## src/rtl/multicycle_ctrl_if.sv

```systemverilog
// Memory-port handshake between the multicycle control FSM and the memory.
// The controller is the master: it raises read/write requests and selects the
// address source; the memory answers with mem_ready on the cycle it completes.
interface multicycle_ctrl_if;
    logic mem_rd;
    logic mem_wr;
    logic iord;
    logic mem_ready;

    modport master (
        output mem_rd,
        output mem_wr,
        output iord,
        input  mem_ready
    );

    modport slave (
        input  mem_rd,
        input  mem_wr,
        input  iord,
        output mem_ready
    );
endinterface

```

## src/rtl/multicycle_ctrl.sv

```systemverilog
// Main control FSM of the multicycle RV64 core: sequences fetch, decode,
// execute, memory and writeback over the shared ALU, memory port and register
// file. Memory accesses are guarded by a watchdog; a timeout or an unsupported
// opcode parks the core in TRAP until reset.
module multicycle_ctrl #(
    parameter int MEM_TIMEOUT = 255,
    parameter int CNT_W       = 8
) (
    input  logic                clock,
    input  logic                reset,
    input  logic [6:0]          opcode,
    input  logic [2:0]          funct3,
    input  logic                alu_zero,
    multicycle_ctrl_if.master   mem,
    output logic [2:0]          imm_type,
    output logic [1:0]          alu_src_a,
    output logic [1:0]          alu_src_b,
    output logic [2:0]          alu_op,
    output logic                pc_src,
    output logic                pc_write,
    output logic                ir_write,
    output logic                reg_write,
    output logic [1:0]          wb_sel,
    output logic                halted
);

    localparam logic [6:0] OP_R    = 7'b0110011;
    localparam logic [6:0] OP_I    = 7'b0010011;
    localparam logic [6:0] OP_LD   = 7'b0000011;
    localparam logic [6:0] OP_ST   = 7'b0100011;
    localparam logic [6:0] OP_BR   = 7'b1100011;
    localparam logic [6:0] OP_JAL  = 7'b1101111;
    localparam logic [6:0] OP_JALR = 7'b1100111;
    localparam logic [6:0] OP_LUI  = 7'b0110111;

    // Last wait-counter value before the watchdog fires: a state that has
    // already waited MEM_TIMEOUT-1 cycles and still sees no mem_ready traps.
    localparam logic [CNT_W-1:0] CNT_LIMIT = CNT_W'(MEM_TIMEOUT - 1);

    typedef enum logic [3:0] {
        RST     = 4'd0,
        FETCH   = 4'd1,
        DECODE  = 4'd2,
        EX_R    = 4'd3,
        EX_I    = 4'd4,
        WB_ALU  = 4'd5,
        ADDR    = 4'd6,
        LD_MEM  = 4'd7,
        LD_WB   = 4'd8,
        ST_MEM  = 4'd9,
        BRANCH  = 4'd10,
        JAL     = 4'd11,
        JALR    = 4'd12,
        JALR_WB = 4'd13,
        LUI     = 4'd14,
        TRAP    = 4'd15
    } state_t;

    state_t           state_q, state_d;
    logic [CNT_W-1:0] cnt_q, cnt_d;
    logic [2:0]       imm_dec;
    logic             branch_taken;
    logic             cnt_at_limit;

    assign cnt_at_limit = (cnt_q == CNT_LIMIT);

    // Immediate format implied by the current opcode (I is the fallback).
    always_comb begin
        imm_dec = 3'b000;
        case (opcode)
            OP_ST:   imm_dec = 3'b001;
            OP_BR:   imm_dec = 3'b010;
            OP_JAL:  imm_dec = 3'b011;
            OP_LUI:  imm_dec = 3'b100;
            default: imm_dec = 3'b000;
        endcase
    end

    // BEQ/BNE resolution; every other funct3 falls through untaken.
    always_comb begin
        branch_taken = 1'b0;
        if (funct3 == 3'b000) begin
            branch_taken = alu_zero;
        end else if (funct3 == 3'b001) begin
            branch_taken = ~alu_zero;
        end
    end

    // State and wait-counter registers with synchronous reset.
    always_ff @(posedge clock) begin
        if (reset) begin
            state_q <= RST;
            cnt_q   <= '0;
        end else begin
            state_q <= state_d;
            cnt_q   <= cnt_d;
        end
    end

    // Next-state logic and watchdog counter update.
    always_comb begin
        state_d = state_q;
        cnt_d   = cnt_q;
        case (state_q)
            RST:    state_d = FETCH;
            FETCH, LD_MEM, ST_MEM: begin
                if (mem.mem_ready) begin
                    case (state_q)
                        FETCH:   state_d = DECODE;
                        LD_MEM:  state_d = LD_WB;
                        default: state_d = FETCH;
                    endcase
                end else if (cnt_at_limit) begin
                    state_d = TRAP;
                end else begin
                    cnt_d = cnt_q + CNT_W'(1);
                end
            end
            DECODE: begin
                case (opcode)
                    OP_R:          state_d = EX_R;
                    OP_I:          state_d = EX_I;
                    OP_LD, OP_ST:  state_d = ADDR;
                    OP_BR:         state_d = BRANCH;
                    OP_JAL:        state_d = JAL;
                    OP_JALR:       state_d = JALR;
                    OP_LUI:        state_d = LUI;
                    default:       state_d = TRAP;
                endcase
            end
            EX_R, EX_I: state_d = WB_ALU;
            WB_ALU:     state_d = FETCH;
            ADDR:       state_d = opcode[5] ? ST_MEM : LD_MEM;
            LD_WB:      state_d = FETCH;
            BRANCH:     state_d = FETCH;
            JAL:        state_d = FETCH;
            JALR:       state_d = JALR_WB;
            JALR_WB:    state_d = FETCH;
            LUI:        state_d = FETCH;
            TRAP:       state_d = TRAP;
            default:    state_d = RST;
        endcase
        // Every fresh entry into a memory-waiting state restarts the watchdog.
        if ((state_d != state_q) &&
            ((state_d == FETCH) || (state_d == LD_MEM) || (state_d == ST_MEM))) begin
            cnt_d = '0;
        end
    end

    // Moore control outputs; the only input-qualified strobes are the fetch
    // completion writes and the branch-taken PC load.
    always_comb begin
        imm_type    = 3'b000;
        alu_src_a   = 2'd0;
        alu_src_b   = 2'd0;
        alu_op      = 3'd0;
        pc_src      = 1'b0;
        pc_write    = 1'b0;
        ir_write    = 1'b0;
        mem.mem_rd  = 1'b0;
        mem.mem_wr  = 1'b0;
        mem.iord    = 1'b0;
        reg_write   = 1'b0;
        wb_sel      = 2'd0;
        halted      = 1'b0;
        case (state_q)
            FETCH: begin
                mem.mem_rd = 1'b1;
                alu_src_b  = 2'd1;
                ir_write   = mem.mem_ready;
                pc_write   = mem.mem_ready;
            end
            DECODE: begin
                alu_src_b = 2'd2;
            end
            EX_R: begin
                alu_src_a = 2'd1;
                alu_op    = 3'd2;
            end
            EX_I: begin
                alu_src_a = 2'd1;
                alu_src_b = 2'd2;
                alu_op    = 3'd2;
            end
            WB_ALU: begin
                reg_write = 1'b1;
            end
            ADDR, JALR: begin
                alu_src_a = 2'd1;
                alu_src_b = 2'd2;
            end
            LD_MEM: begin
                mem.mem_rd = 1'b1;
                mem.iord   = 1'b1;
            end
            LD_WB: begin
                reg_write = 1'b1;
                wb_sel    = 2'd1;
            end
            ST_MEM: begin
                mem.mem_wr = 1'b1;
                mem.iord   = 1'b1;
            end
            BRANCH: begin
                alu_src_a = 2'd1;
                alu_op    = 3'd1;
                pc_write  = branch_taken;
                pc_src    = branch_taken;
            end
            JAL, JALR_WB: begin
                reg_write = 1'b1;
                wb_sel    = 2'd2;
                pc_write  = 1'b1;
                pc_src    = 1'b1;
            end
            LUI: begin
                reg_write = 1'b1;
                wb_sel    = 2'd3;
            end
            TRAP: begin
                halted = 1'b1;
            end
            default: begin
            end
        endcase
        // The immediate format stays on the sign-extender from DECODE until the
        // instruction retires.
        if ((state_q != RST) && (state_q != FETCH) && (state_q != TRAP)) begin
            imm_type = imm_dec;
        end
    end

endmodule
```

## src/flat_wrapper.sv

```systemverilog
// flat-port wrapper written by rule: the top's interface ports become plain ports
module multicycle_ctrl_flat 
#(
    parameter int MEM_TIMEOUT = 255,
    parameter int CNT_W       = 8
)
  (clock, reset, opcode, funct3, alu_zero, imm_type, alu_src_a, alu_src_b, alu_op, pc_src, pc_write, ir_write, reg_write, wb_sel, halted, mem_mem_rd, mem_mem_wr, mem_iord, mem_mem_ready);
  multicycle_ctrl_if mem_i ();
  input  logic clock;
  input  logic reset;
  input  logic [6:0] opcode;
  input  logic [2:0] funct3;
  input  logic alu_zero;
  output logic [2:0] imm_type;
  output logic [1:0] alu_src_a;
  output logic [1:0] alu_src_b;
  output logic [2:0] alu_op;
  output logic pc_src;
  output logic pc_write;
  output logic ir_write;
  output logic reg_write;
  output logic [1:0] wb_sel;
  output logic halted;
  output wire logic [$bits(mem_i.mem_rd)-1:0] mem_mem_rd;
  output wire logic [$bits(mem_i.mem_wr)-1:0] mem_mem_wr;
  output wire logic [$bits(mem_i.iord)-1:0] mem_iord;
  input wire logic [$bits(mem_i.mem_ready)-1:0] mem_mem_ready;
  assign mem_mem_rd = mem_i.mem_rd;
  assign mem_mem_wr = mem_i.mem_wr;
  assign mem_iord = mem_i.iord;
  assign mem_i.mem_ready = mem_mem_ready;
  multicycle_ctrl #(.MEM_TIMEOUT(MEM_TIMEOUT), .CNT_W(CNT_W)) u_core (.clock(clock), .reset(reset), .opcode(opcode), .funct3(funct3), .alu_zero(alu_zero), .mem(mem_i), .imm_type(imm_type), .alu_src_a(alu_src_a), .alu_src_b(alu_src_b), .alu_op(alu_op), .pc_src(pc_src), .pc_write(pc_write), .ir_write(ir_write), .reg_write(reg_write), .wb_sel(wb_sel), .halted(halted));
endmodule
```

## config.mk

```make
export PLATFORM = sky130hd
export DESIGN_NAME = multicycle_ctrl_flat
export DESIGN_NICKNAME = d
export VERILOG_FILES = /design/src/rtl/multicycle_ctrl_if.sv /design/src/rtl/multicycle_ctrl.sv /design/src/flat_wrapper.sv
export SDC_FILE = /design/constraint.sdc
export NUM_CORES = 1
export LEC_CHECK = 0
export ABC_AREA = 0
export CORE_MARGIN = 4
export CORE_UTILIZATION = 40
export DETAILED_ROUTE_END_ITERATION = 10
export PLACE_DENSITY = 0.7
export REMOVE_ABC_BUFFERS = 1
export SETUP_SLACK_MARGIN = 0.2
export SYNTH_ARGS = -nofsm -noshare
export SYNTH_HDL_FRONTEND = slang
export SYNTH_SLANG_ARGS = --single-unit
```

## constraint.sdc

```tcl
create_clock -name clock -period 4.3 [get_ports clock]
set_input_delay 0.645 -clock clock [delete_from_list [all_inputs] [get_ports clock]]
set_output_delay 0.645 -clock clock [all_outputs]
set_load 0.02 [all_outputs]
```

### Word-level counts from Yosys, hierarchy flattened

Index checks and enable logic that the tools add are counted.

| cells by class | value |
|---|---|
| equality and inequality tests | 31 |
| bitwise logic cells | 3 |
| reductions and logical operators | 20 |
| mux-type cells | 22 |
| $add $sub $neg | 1 |

Operators by type and width:

| kind | number |
|---|---|
| $pmux 4 s7 | 2 |
| $eq 4x4->1 const B | 9 |
| $eq 7x6->1 const B | 3 |
| $eq 7x7->1 const B | 3 |
| $eq 4x3->1 const B | 5 |
| $mux 4 | 3 |
| $pmux 3 s4 | 1 |
| $reduce_or 2->1 | 6 |
| $reduce_or 5->1 | 2 |
| $mux 1 | 9 |
| $add 8x1->8 const B | 1 |
| $eq 4x1->1 const B | 2 |
| $eq 4x2->1 const B | 2 |
| $eq 8x8->1 const B | 1 |
| $pmux 2 s2 | 2 |
| $pmux 4 s2 | 1 |
| $eq 7x2->1 const B | 1 |
| $eq 7x5->1 const B | 1 |
| $reduce_or 7->1 | 1 |
| $pmux 2 s3 | 1 |
| $logic_not 4->1 | 1 |
| $ne 4x1->1 const B | 1 |
| $ne 4x4->1 | 1 |
| $ne 4x4->1 const B | 1 |
| other kinds (12) | 17 |

| storage, ports and cells | value |
|---|---|
| input port bits | 14 |
| logic and storage cells | 79 |
| output and inout port bits | 20 |
| flip-flop bits (word level) | 12 |

### Depth between registers and ports, before layout

| logic depth | value |
|---|---|
| depth after elaboration | 9 |
| mapped depth | 9 |
| mapped depth without buffers | 8 |

### Least setup slack after synthesis

Ideal clock, no wire load.

| path | value |
|---|---|
| kind | flip-flop to output port |
| from | reg u_core.state_q[2] |
| to | out pc_write |
| setup slack | 1.589 ns |
| stages on the path, launching flop included | 7 |
| data required time | 3.655 ns |
| path buffers | 2 |
| arrival | 2.066 ns |
| cell sequence | dfxtp_1 -> buf_2 -> clkbuf_1 -> nand2b_1 -> or4_1 -> a21boi_0 -> or2_2 |

| on the way | value |
|---|---|
| word-level cells in the longest chain between the ends | 3 |
| elaborated cells between the ends (all ways) | 6 |
| those cells by class | eq/ne: 4; mux: 1; reduce/logical: 1 |

RTL lines:

| what | RTL line | text |
|---|---|---|
| start: declaration | multicycle_ctrl.sv:59 | `state_t state_q, state_d;` |
| start signal: assignment | multicycle_ctrl.sv:95 | `state_q <= state_d;` |
| $eq 4x4->1 | multicycle_ctrl.sv:166 | `case (state_q)` |
| $reduce_or 2->1 | multicycle_ctrl.sv:166 |  |
| $pmux 1 s3 (*) | multicycle_ctrl.sv:166 |  |
| end: declaration | flat_wrapper.sv:19 | `output logic pc_write;` |

Every way passes the cells marked *; elsewhere a longest branch is shown, timed or not.

### Worst setup path after layout

| path | value |
|---|---|
| from | in alu_zero |
| to | out pc_write |

| on the way | value |
|---|---|
| word-level cells in the longest chain between the ends | 4 |

RTL lines:

| what | RTL line | text |
|---|---|---|
| start: declaration | flat_wrapper.sv:13 | `input logic alu_zero;` |
| $not 1->1 | multicycle_ctrl.sv:85 | `branch_taken = ~alu_zero;` |
| $mux 1 | multicycle_ctrl.sv:84 | `end else if (funct3 == 3'b001) begin` |
| $mux 1 (*) | multicycle_ctrl.sv:82 | `if (funct3 == 3'b000) begin` |
| $pmux 1 s3 (*) | multicycle_ctrl.sv:166 |  |

Marked as above.

==> flow_metrics.env <==
export IMPL_via_per_inst=5.81
export IMPL_placed_area_um2=1440
export IMPL_cp_max_fo=2
export IMPL_synth_flop_cell="dfxtp_1"
export IMPL_fin_util_pct=53.2
export IMPL_ys_ff_latch=12
export IMPL_layout_drive_gt1_share_pct=5.56
export IMPL_rsz0062_at_grt="false"
export IMPL_ir_drop_mv=0.265
export IMPL_synth_simple_gate_area_share_pct=39.2
export IMPL_htree_levels=1
export IMPL_cts_root_buf="clkbuf_4"
export IMPL_setup_ws_ns=1.09
export IMPL_syn_cell_area_um2=1140
export IMPL_finalPower_mw=0.366
export IMPL_grt_antenna_before_repair=0
export IMPL_cap_violations=0
export IMPL_synth_compound_area_share_pct=20.4
export IMPL_num_vias=1226
export IMPL_tns_ns=0
export IMPL_p_per_area_nw_per_um2=250
export IMPL_n_antenna_cell=0
export IMPL_hold_viol_final=0
export IMPL_grt_max_degree=27
export IMPL_period_share_pct=74.6
export IMPL_synth_top_area_share_pct=21.0
export IMPL_outcome="completed"
export IMPL_dieArea_um2=3780
export IMPL_cts_tree="done"
export IMPL_cp_end_kind="output port"
export IMPL_start_kind="primary input"
export IMPL_grt_remaining_overflow=0
export IMPL_max_freq_ghz=0.312
export IMPL_antenna_left=0
export IMPL_synth_area_leaders="dfxtp_1, xor2_1, nor3_1"
export IMPL_synthDistinctLibCells=51
export IMPL_whs_ns=0.570
export IMPL_die_width_um=61.5
export IMPL_dr_pass1_iters=5
export IMPL_routed_wl_um=2940
export IMPL_critPathBufInv=2
export IMPL_setup_violations_final=0
export IMPL_drc=0
export IMPL_critPathMostFrequentCell="clkdlybuf4s50_1"
export IMPL_slowest_stage="clkdlybuf4s50_1"
export IMPL_netlist_instances=156
export IMPL_worstMarginPinSlew_ns=0.762
export IMPL_synthXorXnorAreaFrac_pct=9.18
export IMPL_worstSetupPathType="in -> out"
export IMPL_min_delay_path_class="reg -> reg"
export IMPL_synth_fa_ha_area_share_pct=2.19
export IMPL_synth_most_common_cell="nand2_1"
export IMPL_num_nets_final=198
export IMPL_core_um2=2760
export IMPL_finalClockSkew_ns=0.00272
export IMPL_seq_area_frac_synth_pct=21.0
export IMPL_routedWlPerCell_um=14.0
export IMPL_placedCellCount=208
export IMPL_cts_hold_buffers=0
export IMPL_grt_pass1_vias=1108
export IMPL_synth_top_family_by_area="simple AND/OR/NAND/NOR gates"
export IMPL_leakagePower_nw=0.534
export IMPL_cts_max_path_buffers=2
export IMPL_post_cts_buffers=0
export IMPL_die_h_um=61.5
export IMPL_syn2layout_area_growth_pct=28.1
export IMPL_rows=19
export IMPL_cpLargestDelayFamily="buffers and inverters"
export IMPL_slew_violations=0
export IMPL_async_flop_share_pct=0
export IMPL_place_ws_ns=1.09
export IMPL_finalCriticalPeriod_ns=3.21
export IMPL_grt_usage_pct=16.9
export IMPL_hpwl_um=2200
export IMPL_num_io_pins=34
export IMPL_stdcell_count=211
export IMPL_slowest_delay_ns=0.60
export IMPL_timing_slew_headroom_pct=49.1
export IMPL_postCtsResizedCells=0
export IMPL_cp_cell_sequence="clkdlybuf4s50_1 > xnor2_1 > or4_1 > a21boi_0 > or2_2 > clkdlybuf4s50_1"
export IMPL_synth_mux_area_share_pct=0.984
export IMPL_synth_commonest_cells="nand2_1, dfxtp_1, nor3_1"
export IMPL_port_buffers=31
export IMPL_clk_pin_slew_ns=0.07
export IMPL_synth_edff_count=0
export IMPL_design_area_um2=1470
export IMPL_synth_top_area_cell="dfxtp_1"
export IMPL_cts_sinks=12
export IMPL_syn_area_per_cell_um2=7.34
export IMPL_initial_utilization_pct=41.5
export IMPL_drtIter0Drc=66
export IMPL_worst_ep_required_time_ns=3.65
export IMPL_clock_latency_ns=0.28
export IMPL_gp_congestion=0.898
export IMPL_cp_arrival_ns=2.56
export IMPL_grt_first_pass_wirelength_um=4890
export IMPL_yosysWarnings=0
export IMPL_cts_buffers=3
[cell families (layout without fill, tap and decap cells)]
| group | Yosys count | in the layout |
|---|---|---|
| fa+ha+maj | 2 | 2 |
| compound gates | 30 | 30 |
| xor+xnor | 12 | 12 |
| other cells | 1 | 2 |
| mux | 1 | 1 |
| simple gates | 81 | 81 |
| buf+inv | 17 | 40 |
| flops | 12 | 12 |
[per-layer routing]
metal / vias to the layer above / GRT usage [%] / wire length (um)
met5: - / 0 / 0
met4: 0 / 5.45 / 52
met3: 8 / 2.73 / 173
met2: 35 / 28.7 / 1330
met1: 570 / 21.6 / 1390
li1: 613 / - / -
[flip-flops by register name (all words and copies together), names as in the netlist]
| name | flops |
|---|---|
| u_core.cnt_q | 8 |
| u_core.state_q | 4 |
[power breakdown]
group	total (mW)	switching, mW	internal [mW]	leakage [nW]
clock	0.0688	0.0363	0.0325	0.0138
sequential	0.137	0.0207	0.117	0.0975
combinational	0.160	0.0844	0.0760	0.423
total	0.366	0.141	0.225	0.534
[final timing paths]
kind / start / endpoint / slack [ns] / cells past startpoint
setup / recovery: alu_zero / pc_write / 1.09 / 6
hold / removal: u_core.cnt_q[4]$_SDFFE_PP0P_ / u_core.cnt_q[4]$_SDFFE_PP0P_ / 0.57 / 2
setup reg to reg: u_core.state_q[0]$_SDFF_PP0_ / u_core.cnt_q[7]$_SDFFE_PP0P_ / 1.48 / 7
hold reg to reg: u_core.cnt_q[4]$_SDFFE_PP0P_ / u_core.cnt_q[4]$_SDFFE_PP0P_ / 0.57 / 2
[placed cells by master (no fill, tap or decap), types with 4 or more instances in the layout]
| cell | instances |
|---|---|
| o21ai_0 | 4 |
| nor3_1 | 12 |
| nand2_1 | 14 |
| nor2_1 | 10 |
| dfxtp_1 | 12 |
| and2_1 | 4 |
| nand3_1 | 4 |
| nor2b_1 | 6 |
| a21oi_1 | 5 |
| clkdlybuf4s50_1 | 31 |
| nand4_1 | 4 |
| nand2b_1 | 6 |
| xor2_1 | 7 |
| inv_1 | 6 |
| xnor2_1 | 5 |
[tightest hold or removal path: cells and delay by family (launching register included)]
family                    cells  cell delay [ns]
xor gates and xnor gates      1             0.15
DFF                           1             0.33
and+or+nand+nor               1             0.05
[final cells by class]
cell class,count,area [um2]
inverters,6,22.5
multi-input cells,128,832
repair buffers,31,310
fillers,282,1290
well taps,31,38.8
clock buffers,3,22.5
flip-flops and latches,12,240
Note: power is estimated with default switching activity, not from simulation.
